[config.mk]
export PLATFORM = sky130hd
export DESIGN_NAME = spi_peripheral
export DESIGN_NICKNAME = d
export VERILOG_FILES = /design/src/rtl/spi_cfg_pkg.sv /design/src/rtl/sync_edge_det.sv /design/src/rtl/spi_peripheral.sv
export SDC_FILE = /design/constraint.sdc
export NUM_CORES = 1
export LEC_CHECK = 0
export CAP_MARGIN = 20
export CELL_PAD_IN_SITES_DETAIL_PLACEMENT = 1
export CELL_PAD_IN_SITES_GLOBAL_PLACEMENT = 2
export CORE_UTILIZATION = 36
export CTS_CLUSTER_SIZE = 40
export DETAILED_ROUTE_END_ITERATION = 10
export GPL_ROUTABILITY_DRIVEN = 0
export GPL_TIMING_DRIVEN = 0
export PLACE_DENSITY_LB_ADDON = 0.1
export SETUP_SLACK_MARGIN = 0.3
export SYNTH_ARGS = -nofsm -noshare
export SYNTH_HDL_FRONTEND = slang
export SYNTH_SLANG_ARGS = --single-unit
[constraint.sdc]
create_clock -name clk -period 2.55 [get_ports clk]
set_input_delay 0.255 -clock clk [delete_from_list [all_inputs] [get_ports clk]]
set_output_delay 0.255 -clock clk [all_outputs]
set_load 0.05 [all_outputs]
[src/rtl/spi_cfg_pkg.sv]
// Shared definitions for the SPI configuration target: register map,
// frame geometry, FSM state encoding and the frame acceptance rule.
package spi_cfg_pkg;

  localparam int FRAME_BITS = 16;
  localparam int NUM_REGS   = 5;
  localparam int CNT_W      = 5;

  // Bit count of a complete frame, typed to match the frame counter
  localparam logic [CNT_W-1:0] FRAME_CNT = 5'd16;

  localparam logic [6:0] ADDR_EN_OUT_7_0  = 7'h00;
  localparam logic [6:0] ADDR_EN_OUT_15_8 = 7'h01;
  localparam logic [6:0] ADDR_EN_PWM_7_0  = 7'h02;
  localparam logic [6:0] ADDR_EN_PWM_15_8 = 7'h03;
  localparam logic [6:0] ADDR_PWM_DUTY    = 7'h04;

  typedef enum logic [1:0] {
    IDLE   = 2'd0,
    SHIFT  = 2'd1,
    COMMIT = 2'd2
  } state_t;

  // A frame is committed only when it is exactly 16 bits long, never
  // overran, is a write, and targets an address within range.
  function automatic logic frame_ok(input logic [CNT_W-1:0] count,
                                    input logic overflow,
                                    input logic [FRAME_BITS-1:0] frame,
                                    input logic [6:0] max_addr);
    return (count == FRAME_CNT) && !overflow && frame[15] &&
           (frame[14:8] <= max_addr);
  endfunction

endpackage

[src/rtl/sync_edge_det.sv]
// Multi-flop synchroniser for one asynchronous pin, with rise/fall pulses
// derived from the final stage and one extra history flop.
module sync_edge_det #(
  parameter int   STAGES    = 2,
  parameter logic RESET_VAL = 1'b0
) (
  input  logic clk,
  input  logic rst_n,
  input  logic din,
  output logic level,
  output logic rise,
  output logic fall
);

  logic [STAGES-1:0] sync_reg;
  logic              last_reg;

  // Synchroniser chain plus history flop; both reset to the pin's idle level
  always_ff @(posedge clk) begin
    if (!rst_n) begin
      sync_reg <= {STAGES{RESET_VAL}};
      last_reg <= RESET_VAL;
    end else begin
      sync_reg <= {sync_reg[STAGES-2:0], din};
      last_reg <= sync_reg[STAGES-1];
    end
  end

  assign level = sync_reg[STAGES-1];
  assign rise  = sync_reg[STAGES-1] & ~last_reg;
  assign fall  = ~sync_reg[STAGES-1] & last_reg;

endmodule

[src/rtl/spi_peripheral.sv]
// Write-only SPI mode-0 target: deserialises 16-bit frames and commits
// valid writes into five 8-bit configuration registers.
module spi_peripheral
  import spi_cfg_pkg::*;
#(
  parameter int         SYNC_STAGES = 2,
  parameter logic [6:0] MAX_ADDR    = 7'h04
) (
  input  logic       clk,
  input  logic       rst_n,
  input  logic       sclk,
  input  logic       copi,
  input  logic       ncs,
  output logic [7:0] en_reg_out_7_0,
  output logic [7:0] en_reg_out_15_8,
  output logic [7:0] en_reg_pwm_7_0,
  output logic [7:0] en_reg_pwm_15_8,
  output logic [7:0] pwm_duty_cycle,
  output logic       wr_strobe
);

  logic sclk_rise;
  logic sclk_level_unused, sclk_fall_unused;
  logic copi_level;
  logic copi_rise_unused, copi_fall_unused;
  logic ncs_level, ncs_rise;
  logic ncs_fall_unused;

  sync_edge_det #(.STAGES(SYNC_STAGES), .RESET_VAL(1'b0)) u_sync_sclk (
    .clk   (clk),
    .rst_n (rst_n),
    .din   (sclk),
    .level (sclk_level_unused),
    .rise  (sclk_rise),
    .fall  (sclk_fall_unused)
  );

  sync_edge_det #(.STAGES(SYNC_STAGES), .RESET_VAL(1'b0)) u_sync_copi (
    .clk   (clk),
    .rst_n (rst_n),
    .din   (copi),
    .level (copi_level),
    .rise  (copi_rise_unused),
    .fall  (copi_fall_unused)
  );

  sync_edge_det #(.STAGES(SYNC_STAGES), .RESET_VAL(1'b1)) u_sync_ncs (
    .clk   (clk),
    .rst_n (rst_n),
    .din   (ncs),
    .level (ncs_level),
    .rise  (ncs_rise),
    .fall  (ncs_fall_unused)
  );

  state_t                  state_reg, state_next;
  logic [FRAME_BITS-1:0]   shift_reg, shift_next;
  logic [CNT_W-1:0]        count_reg, count_next;
  logic                    overflow_reg, overflow_next;
  logic                    commit;
  logic                    wr_strobe_reg;

  // Next-state logic: frame capture, overflow tracking and commit decision
  always_comb begin
    state_next    = state_reg;
    shift_next    = shift_reg;
    count_next    = count_reg;
    overflow_next = overflow_reg;
    commit        = 1'b0;
    case (state_reg)
      IDLE: begin
        // Starting on the low level (a superset of the falling edge) also
        // picks up a select that dropped while we were in COMMIT.
        if (!ncs_level) begin
          state_next    = SHIFT;
          shift_next    = '0;
          count_next    = '0;
          overflow_next = 1'b0;
        end
      end
      SHIFT: begin
        // Deselect takes priority over a coincident sclk edge
        if (ncs_rise) begin
          state_next = COMMIT;
        end else if (sclk_rise) begin
          shift_next = {shift_reg[FRAME_BITS-2:0], copi_level};
          if (count_reg == FRAME_CNT) begin
            overflow_next = 1'b1;
          end else begin
            count_next = count_reg + 5'd1;
          end
        end
      end
      COMMIT: begin
        commit     = frame_ok(count_reg, overflow_reg, shift_reg, MAX_ADDR);
        state_next = IDLE;
      end
      default: state_next = IDLE;
    endcase
  end

  // FSM and frame-capture registers
  always_ff @(posedge clk) begin
    if (!rst_n) begin
      state_reg     <= IDLE;
      shift_reg     <= '0;
      count_reg     <= '0;
      overflow_reg  <= 1'b0;
      wr_strobe_reg <= 1'b0;
    end else begin
      state_reg     <= state_next;
      shift_reg     <= shift_next;
      count_reg     <= count_next;
      overflow_reg  <= overflow_next;
      wr_strobe_reg <= commit;
    end
  end

  // One configuration register per address; each loads on a commit to it
  generate
    for (genvar gi = 0; gi < NUM_REGS; gi++) begin : g_reg
      localparam logic [6:0] REG_ADDR = 7'(gi);
      logic [7:0] value;

      // Register update on an accepted write addressed here
      always_ff @(posedge clk) begin
        if (!rst_n) begin
          value <= 8'h00;
        end else if (commit && (shift_reg[14:8] == REG_ADDR)) begin
          value <= shift_reg[7:0];
        end
      end
    end
  endgenerate

  assign en_reg_out_7_0  = g_reg[0].value;
  assign en_reg_out_15_8 = g_reg[1].value;
  assign en_reg_pwm_7_0  = g_reg[2].value;
  assign en_reg_pwm_15_8 = g_reg[3].value;
  assign pwm_duty_cycle  = g_reg[4].value;
  assign wr_strobe       = wr_strobe_reg;

endmodule

==> results.toml, run 1 <==
[place]
dp_hpwl_um = 4720
place_area_um2 = 3450
dp_slack_ns = 0.612
io_buffers = 44
dpl.cell_count = 428

[cts]
post-cts-setup-buffers = 0
cts_resized = 0
hold_buffers = 0
cts_buffers = 9
cts-htree-levels = 3
clock_sink_count = 73
clkLatencyLatePin_ns = 0.35
path_clk_slew_ns = 0.08
cts_tree = "done"
clockRootBuffer = "clkbuf_8"
clockBufferDepth = 2

[timing]
slew_violations = 0
max_freq_mhz = 514
slew-limit-headroom = 0.598
hold_viol = 0
worst-slew-pin-transition_ns = 0.598
layout_min_cycle_time_ns = 1.94
rsz0062_at_grt = "no"
final.setup.tns_ns = 0
postLayoutSetupSlackWorst_ns = 0.605
fin_skew_ns = 0.0102
final.period_utilization = 0.763
finalSetupViolCount = 0

[finish]
layout-drive-gt1-share = 0.0877
nFillCells = 854
largest_reg_flops = 16
design_area_um2 = 3660
area_growth_pct = 27.2
mostFrequentLayoutCells = "73 x dfxtp_1, 44 x clkdlybuf4s50_1, 41 x nor2b_1"
diodes = 0
final_cells = 444
nNetsFinal = 344
final_common_cell = "dfxtp_1"

[power_and_ir_drop]
cellPowerDensity_nw_per_um2 = 630
finalPower_w = 0.00231
vdd_drop_max_mv = 0.282
p_leak_nw = 1.56

[critical_path]
path_class = "flop to flop"
path_depth = 7
crit_arrival_ns = 2.19
end_kind = "flop"
crit_chain = "inv_1 > ha_1 > nor4bb_1 > buf_4 > nand4_2 > mux2i_1 > nor2b_1"
critPathRequiredTime_ns = 2.79
cpPeakStageDelay_ns = 0.36
cp-start-kind = "flop"
crit_buf_inv = 2
slowest_stage = "nand4_2"
path_max_fanout = 9
crit_family = "simple AND/OR/NAND/NOR gates"
r2r_cells = 7

[drt]
routedWlPerCell_um = 15.6
first_pass_iters = 3
routed_wl_um = 6930
ant_nets = 0
drc = 0
viasPerCell = 4.77
drtIter0Drc = 52
vias = 2118

[flow_run]
maxCapViolCount = 0

[outcome]
status = "finished clean"

[min_path]
holdCritPathClass = "primary input to flop"
hold_depth = 2

[grt]
grt_max_degree = 14
grt_overflow_total = 0
grt_pass1_vias = 2234
antenna_found_initial = 0
grt_pass1_wl_um = 11700
grt_util_all_layers = 0.185

[synth]
syn_area_per_cell_um2 = 10.2
syn_nets = 289
ys_seq_area_frac = 0.508
ys_ff_latch = 73
netlist_instances = 282
synth_cell_types = 31
syn_area_um2 = 2880
synth-warning-count = 0

[floorplan]
dieArea_um2 = 8360
initial_utilization = 0.373
coreArea_um2 = 7730
rows = 32
top_level_ports = 46
die_y_um = 91.4
die_x_um = 91.4
[final cells by class]
type	count	area, um2	area share
sequential	73	1460	0.399
multi-input combinational	190	1330	0.364
timing repair buffer	44	440	0.120
clock buffer	11	151	0.0414
tap	102	128	0.0349
buffer	16	75.1	0.0205
clock inverter	5	62.6	0.0171
inverter	3	11.3	0.00308
[cell usage after synthesis]
cell type / count / area (um2)
dfxtp_1: 73 / 1460
nor2b_1: 41 / 257
mux2i_1: 40 / 400
nand2_1: 21 / 78.8
a21oi_1: 20 / 100
nor2_1: 18 / 67.6
clkbuf_1: 8 / 30.0
buf_2: 6 / 30.0
nand2b_1: 6 / 37.5
and2_1: 5 / 31.3
nand3_1: 5 / 25.0
nand4_4: 4 / 85.1
nor3b_1: 4 / 30.0
a31oi_1: 3 / 18.8
and3b_1: 3 / 26.3
inv_1: 3 / 11.3
nor3_1: 3 / 15.0
nor4bb_1: 3 / 30.0
buf_4: 2 / 15.0
ha_1: 2 / 25.0
o21ai_0: 2 / 10.0
a211oi_1: 1 / 7.51
a21bo_1: 1 / 10.0
a21boi_1: 1 / 7.51
a41o_1: 1 / 10.0
and3_1: 1 / 6.26
nand4_2: 1 / 12.5
nor4_1: 1 / 6.26
nor4_4: 1 / 21.3
o211ai_1: 1 / 7.51
o21ai_1: 1 / 5.00
[stage by stage]
stage / hold WS, ns / utilization
floorplan: 0.356 / -
global placement: 0.392 / 0.446
detailed placement: 0.399 / 0.446
CTS: 0.194 / 0.474
global route: 0.216 / 0.474
finish: 0.202 / 0.474
[report_power, final]
| part | internal [W] | switching [W] | leakage [nW] |
|---|---|---|---|
| logic | 0.0000554 | 0.0000745 | 0.863 |
| clock network | 0.000510 | 0.000450 | 0.102 |
| registers | 0.00117 | 0.0000505 | 0.592 |
| total | 0.00173 | 0.000575 | 1.56 |
[worst paths after layout]
kind                            slack (ns)                              start                           endpoint
worst min-delay path                  0.20                              rst_n  u_sync_ncs.sync_reg[0]$_SDFF_PN1_
worst min register to register        0.41  u_sync_ncs.sync_reg[0]$_SDFF_PN1_  u_sync_ncs.sync_reg[1]$_SDFF_PN1_
worst max register to register        0.61          count_reg[0]$_SDFFE_PN0P_     pwm_duty_cycle[6]$_SDFFE_PN0P_
worst max-delay path                  0.61          count_reg[0]$_SDFFE_PN0P_     pwm_duty_cycle[6]$_SDFFE_PN0P_
[routing by layer]
| layer | up-vias | part of all wire | wire length [um] | track usage |
|---|---|---|---|---|
| li1 | 1066 | - | - | - |
| met1 | 1009 | 0.49 | 3420 | 0.232 |
| met2 | 30 | 0.45 | 3130 | 0.300 |
| met3 | 13 | 0.033 | 228 | 0.0377 |
| met4 | 0 | 0.022 | 149 | 0.0913 |
| met5 | - | 0 | 0 | 0 |
[cells by family (layout without fill, tap and decap cells)]
family | Yosys count | after routing | share of synthesized area
and+or+nand+nor | 117 | 117 | 0.253
DFF | 73 | 73 | 0.508
buffers and inverters | 19 | 79 | 0.0300
AOI/OAI and AO/OA | 31 | 31 | 0.0613
muxes | 40 | 40 | 0.139
adders and majority gates | 2 | 2 | 0.00869
Note: power is estimated with default switching activity, not from simulation.
==> run 2: changes to the inputs <==
--- a/config.mk
+++ b/config.mk
@@ -8,7 +8,7 @@
 export CAP_MARGIN = 20
 export CELL_PAD_IN_SITES_DETAIL_PLACEMENT = 1
 export CELL_PAD_IN_SITES_GLOBAL_PLACEMENT = 2
-export CORE_UTILIZATION = 36
+export CORE_UTILIZATION = 33
 export CTS_CLUSTER_SIZE = 40
 export DETAILED_ROUTE_END_ITERATION = 10
 export GPL_ROUTABILITY_DRIVEN = 0
==> constraint.sdc (replaced) <==
create_clock -name clk -period 1.9 [get_ports clk]
set_input_delay 0.19 -clock clk [delete_from_list [all_inputs] [get_ports clk]]
set_output_delay 0.19 -clock clk [all_outputs]
set_load 0.05 [all_outputs]
==> run 2 against run 1 <==
Combinational power increased by 63%. Flip-flop and latch count is the same. Sequential share of layout area is 1.8 points lower. Highest routed layer unchanged.
==> results.toml, run 2 (synthesis results as in run 1) <==
[flow_run]
maxCapViolCount = 0

[power_and_ir_drop]
p_leak_nw = 1.86
vdd_drop_max_mv = 0.396
cellPowerDensity_nw_per_um2 = 868

[grt]
grt_util_all_layers = 0.179
grt_pass1_vias = 2251
grt_pass1_wl_um = 11900
antenna_found_initial = 0
grt_overflow_total = 0
grt_max_degree = 13

[critical_path]
end_kind = "flop"
cp_common_cell = "buf_6"
cp-start-kind = "flop"
rrSetupSlack_ns = 0.32
cpPeakStageDelay_ns = 0.32
path_class = "flop to flop"
critPathRequiredTime_ns = 2.17
crit_chain = "buf_6 > nor4bb_4 > buf_6 > nand4_4 > mux2i_1 > nor2b_1"
path_max_fanout = 8
crit_arrival_ns = 1.85
slowest_stage = "dfxtp_2"

[drt]
first_pass_iters = 5
ant_nets = 0
drtIter0Drc = 39
routedWlPerCell_um = 16.3
drc = 0
vias = 2174
viasPerCell = 4.77
routed_wl_um = 7410

[finish]
layout-drive-gt1-share = 0.157
diodes = 0
largest_reg_flops = 16
nNetsFinal = 354
area_growth_pct = 33.7
final_common_cell = "dfxtp_1"
mostFrequentLayoutCells = "69 x dfxtp_1, 41 x nor2b_1, 41 x dlygate4sd2_1"

[timing]
max_freq_mhz = 634
final.period_utilization = 0.830
final.setup.tns_ns = 0
hold_viol = 0
postLayoutSetupSlackWorst_ns = 0.324
hold_ws_ns = 0.179
slew_violations = 0
rsz0062_at_grt = "yes"
fin_skew_ns = 0.0135
slew-limit-headroom = 0.658
layout_min_cycle_time_ns = 1.58
finalSetupViolCount = 0
worst-slew-pin-transition_ns = 0.515

[place]
dp_hpwl_um = 4840
dp_slack_ns = 0.126
io_buffers = 44

[cts]
clock_sink_count = 73
clockBufferDepth = 2
path_clk_slew_ns = 0.08
clockRootBuffer = "clkbuf_8"
cts_buffers = 9
cts-htree-levels = 3
cts_tree = "done"
clkLatencyLatePin_ns = 0.34

[floorplan]
initial_utilization = 0.345
top_level_ports = 46
die_y_um = 95.4
rows = 33
die_x_um = 95.4
coreArea_um2 = 8340
dieArea_um2 = 9100

[min_path]
holdCritPathClass = "primary input to flop"

[outcome]
status = "finished clean"
run 2: power by group:
part	total, W	switching (W)	internal (W)
Combinational	0.000212	0.000111	0.000101
Sequential	0.00164	0.0000715	0.00157
Clock	0.00149	0.000589	0.000902
run 2: final timing paths:
path	end	cells after the start	startpoint
min	u_sync_ncs.sync_reg[0]$_SDFF_PN1_	2	rst_n
min reg2reg	u_sync_ncs.sync_reg[1]$_SDFF_PN1_	1	u_sync_ncs.sync_reg[0]$_SDFF_PN1_
max	en_reg_out_15_8[4]$_SDFFE_PN0P_	6	state_reg[0]$_SDFFE_PN0P_
max reg2reg	en_reg_out_15_8[4]$_SDFFE_PN0P_	6	state_reg[0]$_SDFFE_PN0P_
run 2: timing repair:
item	in CTS	in global routing
hold buffers	0	0
setup buffers	6	3
cloned	1	0
gates resized for setup	61	14
endpoints found under the setup margin	104	61
pin swaps	7	4
run 2: critical path: cells and delay by family (launching register included):
kind / cells / cell delay [ns]
and+or+nand+nor: 3 / 0.69
DFF: 1 / 0.32
muxes: 1 / 0.19
buffers and inverters: 2 / 0.31
run 2: through the flow:
stage | cells | instance area, um2 | total power [W] | util
final | 456 | 3850 | 0.00334 | 0.461
after global routing | 456 | 3850 | 0.00347 | 0.461
after CTS | 453 | 3790 | 0.00335 | 0.454
after detailed placement | 431 | 3460 | 0.00185 | 0.415
after global placement | 431 | 3460 | 0.00184 | 0.415
after floorplan | 282 | 2890 | 0.00178 | -
run 2: routing by layer:
layer,up-vias,share of wire,global-route usage
met5,-,0,0
met4,0,0.0086,0.0634
met3,5,0.030,0.0415
met2,28,0.48,0.294
met1,1050,0.49,0.228
li1,1091,-,-
run 2: area by class of cell:
class / count / area, um2
multi-input combinational: 190 / 1410
fill: 953 / 4490
inverter: 3 / 11.3
buffer: 16 / 113
tap: 105 / 131
timing repair buffer: 54 / 474
clock inverter: 5 / 104
sequential: 73 / 1470
clock buffer: 10 / 138
